<file path="src/rtl/pir_sample_conditioner_if.sv">
// pir_sample_conditioner_if: valid/ready bus carrying channel-tagged raw PIR samples.
interface pir_sample_conditioner_if;
    logic       sample_valid;
    logic       sample_ready;
    logic [1:0] sample_ch;
    logic [7:0] sample_data;
    modport master (output sample_valid, sample_ch, sample_data, input sample_ready);
    modport slave (input sample_valid, sample_ch, sample_data, output sample_ready);
endinterface

</file>
<file path="src/rtl/pir_sample_conditioner.sv">
// pir_sample_conditioner: per-channel moving average, clip and stale timeout of raw PIR samples.
// Optional outlier rejection is enabled by defining PIR_COND_SPIKE_REJECT_EN.
module pir_sample_conditioner #(
    parameter int AVG_LOG2     = 2,
    parameter int LEVEL_MAX    = 100,
    parameter int STALE_CYCLES = 1000,
    parameter int SPIKE_DELTA  = 40
) (
    input  logic                    clk,
    input  logic                    rst_n,
    pir_sample_conditioner_if.slave bus,
    output logic [6:0]              pir_level_1,
    output logic [6:0]              pir_level_2,
    output logic [6:0]              pir_level_3,
    output logic                    level_update,
    output logic [2:0]              stale,
    output logic                    bad_ch,
    output logic                    spike_drop
);
    localparam int WIN = 1 << AVG_LOG2;
    localparam int SW = 8 + AVG_LOG2;
    localparam int CW = $clog2(STALE_CYCLES + 1);
    localparam logic [7:0] LMAX = 8'(LEVEL_MAX);
    localparam logic [CW-1:0] SMAX = CW'(STALE_CYCLES);

    typedef enum logic [1:0] {IDLE, ACCUM, UPDATE} state_t;

    state_t              state, next_state;
    logic [1:0]          lch;
    logic [7:0]          ldata;
    logic [7:0]          win [3][WIN];
    logic [AVG_LOG2-1:0] ptr [3];
    logic [SW-1:0]       sum [3];
    logic [7:0]          avg [3];
    logic [CW-1:0]       cnt [3];
    logic [1:0]          idx;
    logic [7:0]          new_avg;
    logic                spike;

    function automatic logic [6:0] clip(input logic [7:0] a);
        return a > LMAX ? LMAX[6:0] : a[6:0];
    endfunction

    assign idx = lch - 2'd1;
    assign new_avg = 8'(sum[idx] >> AVG_LOG2);

    // A stale channel reads zero while its window and average are preserved.
    assign pir_level_1 = stale[0] ? 7'd0 : clip(avg[0]);
    assign pir_level_2 = stale[1] ? 7'd0 : clip(avg[1]);
    assign pir_level_3 = stale[2] ? 7'd0 : clip(avg[2]);

`ifdef PIR_COND_SPIKE_REJECT_EN
    localparam logic [7:0] SDELTA = 8'(SPIKE_DELTA);
    logic [2:0] rej;
    logic [7:0] dist;
    assign dist = ldata > avg[idx] ? ldata - avg[idx] : avg[idx] - ldata;
    assign spike = lch != 2'd0 && dist > SDELTA && !rej[idx];
    always_ff @(posedge clk or negedge rst_n) begin
        if (!rst_n)
            rej <= '0;
        else if (state == ACCUM && lch != 2'd0)
            rej[idx] <= spike;
    end
`else
    assign spike = 1'b0;
`endif

    always_ff @(posedge clk or negedge rst_n) begin
        if (!rst_n)
            state <= IDLE;
        else
            state <= next_state;
    end

    always_comb begin
        next_state = state;
        bus.sample_ready = state == IDLE;
        case (state)
            IDLE:    next_state = bus.sample_valid ? ACCUM : IDLE;
            ACCUM:   next_state = (lch == 2'd0 || spike) ? IDLE : UPDATE;
            default: next_state = IDLE;
        endcase
    end

    always_ff @(posedge clk or negedge rst_n) begin
        if (!rst_n) begin
            lch <= '0;
            ldata <= '0;
            level_update <= 1'b0;
            bad_ch <= 1'b0;
            spike_drop <= 1'b0;
            stale <= '0;
            for (int i = 0; i < 3; i++) begin
                ptr[i] <= '0;
                sum[i] <= '0;
                avg[i] <= '0;
                cnt[i] <= '0;
                for (int j = 0; j < WIN; j++)
                    win[i][j] <= '0;
            end
        end else begin
            level_update <= state == UPDATE;
            bad_ch <= state == ACCUM && lch == 2'd0;
            spike_drop <= state == ACCUM && spike;
            if (state == IDLE && bus.sample_valid) begin
                lch <= bus.sample_ch;
                ldata <= bus.sample_data;
            end
            for (int i = 0; i < 3; i++) begin
                if (cnt[i] != SMAX)
                    cnt[i] <= cnt[i] + 1'b1;
                if (cnt[i] == SMAX - 1'b1)
                    stale[i] <= 1'b1;
            end
            if (state == ACCUM && lch != 2'd0 && !spike) begin
                sum[idx] <= sum[idx] - SW'(win[idx][ptr[idx]]) + SW'(ldata);
                win[idx][ptr[idx]] <= ldata;
                ptr[idx] <= ptr[idx] + 1'b1;
            end
            // Placed after the timers so a same-cycle expiry loses to the fresh sample.
            if (state == UPDATE) begin
                avg[idx] <= new_avg;
                cnt[idx] <= '0;
                stale[idx] <= 1'b0;
            end
        end
    end
endmodule

</file>
<file path="src/flat_wrapper.sv">
// flat-port wrapper written by rule: the top's interface ports become plain ports
module pir_sample_conditioner_flat 
#(
    parameter int AVG_LOG2     = 2,
    parameter int LEVEL_MAX    = 100,
    parameter int STALE_CYCLES = 1000,
    parameter int SPIKE_DELTA  = 40
)
  (clk, rst_n, pir_level_1, pir_level_2, pir_level_3, level_update, stale, bad_ch, spike_drop, bus_sample_valid, bus_sample_ch, bus_sample_data, bus_sample_ready);
  pir_sample_conditioner_if bus_i ();
  input  logic clk;
  input  logic rst_n;
  output logic [6:0] pir_level_1;
  output logic [6:0] pir_level_2;
  output logic [6:0] pir_level_3;
  output logic level_update;
  output logic [2:0] stale;
  output logic bad_ch;
  output logic spike_drop;
  input wire logic [$bits(bus_i.sample_valid)-1:0] bus_sample_valid;
  input wire logic [$bits(bus_i.sample_ch)-1:0] bus_sample_ch;
  input wire logic [$bits(bus_i.sample_data)-1:0] bus_sample_data;
  output wire logic [$bits(bus_i.sample_ready)-1:0] bus_sample_ready;
  assign bus_i.sample_valid = bus_sample_valid;
  assign bus_i.sample_ch = bus_sample_ch;
  assign bus_i.sample_data = bus_sample_data;
  assign bus_sample_ready = bus_i.sample_ready;
  pir_sample_conditioner #(.AVG_LOG2(AVG_LOG2), .LEVEL_MAX(LEVEL_MAX), .STALE_CYCLES(STALE_CYCLES), .SPIKE_DELTA(SPIKE_DELTA)) u_core (.clk(clk), .rst_n(rst_n), .bus(bus_i), .pir_level_1(pir_level_1), .pir_level_2(pir_level_2), .pir_level_3(pir_level_3), .level_update(level_update), .stale(stale), .bad_ch(bad_ch), .spike_drop(spike_drop));
endmodule
</file>
<file path="config.mk">
export PLATFORM = sky130hd
export DESIGN_NAME = pir_sample_conditioner_flat
export DESIGN_NICKNAME = d
export VERILOG_FILES = /design/src/rtl/pir_sample_conditioner_if.sv /design/src/rtl/pir_sample_conditioner.sv /design/src/flat_wrapper.sv
export SDC_FILE = /design/constraint.sdc
export NUM_CORES = 1
export LEC_CHECK = 0
export CAP_MARGIN = 20
export CORE_ASPECT_RATIO = 1.5
export CORE_MARGIN = 10
export CORE_UTILIZATION = 50
export DETAILED_ROUTE_END_ITERATION = 8
export GPL_TIMING_DRIVEN = 1
export PLACE_DENSITY = 0.67
export SLEW_MARGIN = 10
export SYNTH_ARGS = -nofsm -noshare
export SYNTH_HDL_FRONTEND = slang
export SYNTH_SLANG_ARGS = --single-unit
</file>
<file path="constraint.sdc">
create_clock -name clk -period 6.75 [get_ports clk]
set_input_delay 1.0125 -clock clk [delete_from_list [all_inputs] [get_ports clk]]
set_output_delay 1.0125 -clock clk [all_outputs]
set_load 0.02 [all_outputs]
</file>
# Yosys cells after proc, flatten, opt, wreduce, memory -nomap -nowiden
# Cells that the tools add are included.
# Widths: inputs -> output; s select.
[word_totals]
ff_bits = 203
latchBits = 0
mem_bits_rw = 0
mem_bits_ro = 0
out_inout_bits = 28
elab_cells = 114
n_memories = 0
[op_classes]
add_sub_neg = 7
n_mul = 0
div_mod_pow = 0
magnitude_cmp = 9
n_eq_ne = 8
n_shift = 0
muxes = 45
n_bitwise = 6
n_reduce_logical = 9
[ops]
columns = ["operator", "count"]
rows = [
  ["$bwmux 96", 1],
  ["$mux 32", 3],
  ["$bmux 32 s2", 1],
  ["$demux 32 s2", 1],
  ["$mux 10", 6],
  ["$mux 7", 6],
  ["$demux 8 s2", 2],
  ["$mux 8", 4],
  ["$add 10x1->10 const B", 3],
  ["$and 30x30->30", 1],
  ["$bwmux 30", 1],
  ["$eq 10x10->1 const B", 3],
  ["$mux 30", 1],
  ["$ne 10x10->1 const B", 3],
  ["$not 30->30", 1],
  ["$bwmux 24", 1],
  ["$gt 8x7->1 const B", 3],
  ["$bmux 10 s2", 1],
  ["$demux 10 s2", 1],
  ["$bmux 8 s2", 1],
  ["$add 10x8->10", 1],
  ["$sub 10x8->10", 1],
  ["$mux 2", 4],
  ["$bwmux 6", 1],
  ["other kinds (20)", 33],
]

# Longest topological paths before layout
[logic_depth]
depth_word = 13
mapped_depth = 21
mapped_depth_nobuf = 17

# Least setup slack after synthesis
# OpenSTA, ideal clock, no wires.
[synth_path]
path_type = "register to register"
startpoint = "register u_core.lch[0]"
endpoint = "register u_core.sum[18] in the netlist's numbering"
setup_ns = 0.130
t_arrival_ns = 4.336
required_time_ns = 6.620
path_slack_ns = 2.284
stages_incl_launch_ff = 18
path_buffers = 3
period_less_slack_ns = 4.466
cell_sequence = "dfrtp_1 > inv_1 > clkbuf_1 > ha_1 > buf_6 > mux2i_1 > o2bb2ai_2 > buf_6 > mux4_1 > a22oi_1 > o21ai_1 > fa_1 > fa_1 > nor2b_1 > o21ai_0 > a211oi_1 > mux2i_1 > o22ai_1"
[synth_between]
elab_chain_len = 12
[synth_lines]
columns = ["element", "line", "text"]
rows = [
  ["start: declaration", "pir_sample_conditioner.sv:29", "logic [1:0] lch;"],
  ["start signal: assignment", "pir_sample_conditioner.sv:106", "lch <= bus.sample_ch;"],
  ["$sub 2x1->2", "pir_sample_conditioner.sv:44", "assign idx = lch - 2'd1;"],
  ["$not 2->3 (not written as such)", "pir_sample_conditioner.sv:116", "sum[idx] <= sum[idx] - SW'(win[idx][ptr[idx]]) + SW'(ldata);"],
  ["$bmux 2 s2", "pir_sample_conditioner.sv:116", ""],
  ["$mux 2 (not written as such) (2 in a row)", "pir_sample_conditioner.sv:116", ""],
  ["$not 2->3 (not written as such)", "pir_sample_conditioner.sv:116", ""],
  ["$bmux 8 s2", "pir_sample_conditioner.sv:116", ""],
  ["$mux 8 (not written as such) (2 in a row)", "pir_sample_conditioner.sv:116", ""],
  ["$sub 10x8->10", "pir_sample_conditioner.sv:116", ""],
  ["$add 10x8->10", "pir_sample_conditioner.sv:116", ""],
  ["$bwmux 30", "pir_sample_conditioner.sv:116", ""],
  ["end signal: indexed assignment", "pir_sample_conditioner.sv:116", ""],
  ["end: declaration", "pir_sample_conditioner.sv:33", "logic [SW-1:0] sum [3];"],
]
# Parallel ways exist; a longest one is shown, timed or not. The select of a mux whose other input is x is not followed.
# A chain may end at the register's enable or synchronous reset.

# Worst setup path in the final report
[layout_path]
startpoint = "register u_core.lch[0]"
endpoint = "register u_core.sum[17] in the netlist's numbering"
# The elaborated chain is that of the path after synthesis.

==> impl_metrics.tcl <==
set metrics [dict create \
    cp.depth 16 \
    setup_viol 0 \
    root_buffer "clkbuf_16" \
    hpwl_mm 15.92 \
    core.rowCount 62 \
    status "finished, final reports clean" \
    clockBufferDepth 3 \
    synthFlopType "dfrtp_1" \
    ys_seq_area_share_pct 51.69 \
    gp_congestion 0.8159 \
    nNetsFinal 1079 \
    critPathRequiredTime_ns 7.11 \
    antenna_left 0 \
    cts_buffers 21 \
    crit_path_max_incr_delay_ns 0.67 \
    reg2reg_depth 16 \
    clk_pin_slew_worst_paths_ns 0.07 \
    syn-num-nets 1061 \
    min_period_over_period_pct 77.23 \
    syn_to_final_growth_pct 12.16 \
    hold_viol 0 \
    nFillCells 1759 \
    synth_area_um2 9827 \
    synth_seq_cells 203 \
    route.detailed.drc 0 \
    core_um2 19240 \
    fmax_mhz 191.8 \
    fin_ws_ns 1.537 \
    synth-async-reset-ratio_pct 100.0 \
    die_h_um 191.7 \
    holdPathEnd "u_core.win[12]" \
    hold_start "u_core.win[12]" \
    post_drt_wl_per_cell_um 17.27 \
    grt_pass1_wl_mm 37.85 \
    start_kind "flop" \
    path_cells "buf_4 -> inv_1 -> ha_1 -> mux2i_1 -> o2bb2ai_4 -> mux4_2 -> a221oi_1 -> a21oi_1 -> fa_1 -> inv_1 -> ha_1 -> a21o_1 -> a21oi_1 -> a21o_1 -> nor3b_1 -> o31ai_1" \
    first_global_vias 7289 \
    vdd_drop_max_uv 326.3 \
    cpMaxStageDelayCell "ha_1" \
    slew_viol_final 0 \
    htreeDepth 1 \
    hold_path_depth 2 \
    dieArea_um2 25780 \
    cts_tree "done" \
    num_vias 7087 \
    rsz0062_at_grt "no" \
    slew_headroom_pct 38.34 \
    first_pass_iters 5 \
    critPathMaxFanout 18 \
    timing.rr.end "u_core.sum[17]" \
    leakage_nw 4.989 \
    path_class "reg2reg" \
    ff_latch_area_um2 5080 \
    synth_cell_types 53 \
    diodes 0 \
    postSynthAreaPerCell_um2 9.672 \
    ioPinCount 41 \
    start_util_pct 51.08 \
    cap_viol_max_count 0 \
    pre_cts_slack_ns 1.539 \
    avgViaCountPerCell 5.439 \
    yosysWarningCount 0 \
    antenna_found_initial 0 \
    r2r_slack_ns 1.54 \
    drive_above_1_share_pct 6.781 \
    tns_ns 0 \
    cts.sinks 203 \
    synth_edf_count 0 \
    port-buffer-count 39 \
    grt_usage_pct 18.03 \
    grt_overflow 0 \
    multi_input_area_um2 4370 \
    r2r_start "u_core.lch[0]" \
    clk_latency_ns 0.51 \
    min_path_type "reg2reg" \
    postCtsHoldBufs 0 \
    grt_max_degree 87 \
    netlist_instances 1016 \
    cp.buffers_inverters 3 \
    min_period_ns 5.213 \
    critPathArrivalTime_ns 5.58 \
    power.density_nw_per_um2 551.8 \
    path_delay_family "compound AO/OA/AOI/OAI gates" \
    routed_wl_mm 22.50 \
    skew_ns 0.02014 \
    initialDrtViolationCount 421 \
    postCtsSetupBuffers 0 \
    chipWidth_um 134.5 \
    cts.repair.resized 0 \
    worst_slew_pin_slew_ns 0.9250 \
    endpoint_kind "flop" \
]
[cells in the mapped netlist, drive strengths merged (11+ instances only)]
cell    number  area (µm²)
nor3        12       60.06
inv         40       150.1
o21ai      171       855.8
clkbuf      44       167.7
a21oi       31       155.2
mux4        15       356.6
nand3       20       100.1
dfrtp      203        5080
nand2      210       788.3
and2        14       87.59
xor2        11       96.34
nor2        66       247.7
and3        12       75.07
ha          24       300.3
mux2i       26       260.3
[worst max path at each step]
| stage | from | to | slack [ns] |
|---|---|---|---|
| floorplan | u_core.lch[0] | u_core.sum[18] | 2.28 |
| global placement | u_core.lch[0] | u_core.sum[18] | 1.61 |
| detailed placement | u_core.lch[0] | u_core.sum[17] | 1.54 |
| CTS | u_core.lch[0] | u_core.sum[17] | 1.51 |
| global route | u_core.lch[0] | u_core.sum[18] | 1.10 |
| finish | u_core.lch[0] | u_core.sum[17] | 1.54 |
[worst reg2reg max path, stage by stage, from the launching register on]
cell       delay (ns)
dfrtp_1          0.32
buf_4            0.20
inv_1            0.08
ha_1             0.67
mux2i_1          0.22
o2bb2ai_4        0.58
mux4_2           0.59
a221oi_1         0.31
a21oi_1          0.10
fa_1             0.49
inv_1            0.04
ha_1             0.35
a21o_1           0.18
a21oi_1          0.30
a21o_1           0.17
nor3b_1          0.35
o31ai_1          0.13
[stage by stage]
step           total power [mW]  hold WS (ns)  cell area [µm²]  util, %  instances
2_1_floorplan             4.136        0.4416             9827        -       1016
3_3_place_gp              4.919        0.4573            10380    53.93       1267
3_5_place_dp              4.993        0.4631            10380    53.93       1267
4_1_cts                   6.124        0.4763            11020    57.29       1303
5_1_grt                   6.624        0.4970            11020    57.29       1303
6_report                  6.082        0.4723            11020    57.29       1303
[placed cells by master, fill, tap and decap left out, types with 12 or more instances in the layout]
cell             count
a21oi_1             31
and3_1              12
clkbuf_16           21
clkdlybuf4s50_1     38
dfrtp_1            203
ha_1                24
inv_1               39
mux2i_1             26
nand2_1            210
nand3_1             20
nor2_1              66
nor3_1              12
o21ai_0            166
[power by group]
part / internal [mW] / switching [mW] / total [mW] / leakage (nW)
logic: 1.21 / 1.85 / 3.05 / 1.99
registers: 1.62 / 0.292 / 1.91 / 2.69
clock network: 0.626 / 0.487 / 1.11 / 0.311
total: 3.45 / 2.63 / 6.08 / 4.99
[routing by layer]
layer,GRT usage (%),routed length (µm)
met3,2.510,952
met4,7.976,875
met5,0,0
met1,20.32,8965
met2,32.98,11700
[flip-flops by register name, summed over array words and instances, names as in the netlist]
register / flops
u_core.stale: 3
u_core.state: 2
u_core.lch: 2
u_core.level_update: 1
u_core.sum: 30
u_core.cnt: 30
u_core.avg: 24
u_core.ptr: 6
u_core.win: 96
u_core.ldata: 8
u_core.bad_ch: 1
[final cells by class]
class | count | area share, %
Sequential cell | 203 | 46.09
Inverter | 40 | 1.362
Timing Repair Buffer | 47 | 4.121
Clock buffer | 26 | 5.029
Clock inverter | 10 | 0.8401
Multi-Input combinational cell | 721 | 39.65
Tap cell | 256 | 2.906
[cell families after synthesis]
kind of cell / share of synthesized area, %
xor+xnor: 1.872
simple gates: 16.77
other cells: 0.03816
flops: 51.69
fa+ha+maj: 4.685
mux: 7.423
compound gates: 13.56
buf+inv: 3.960
Power figures use the tool's default switching activity.
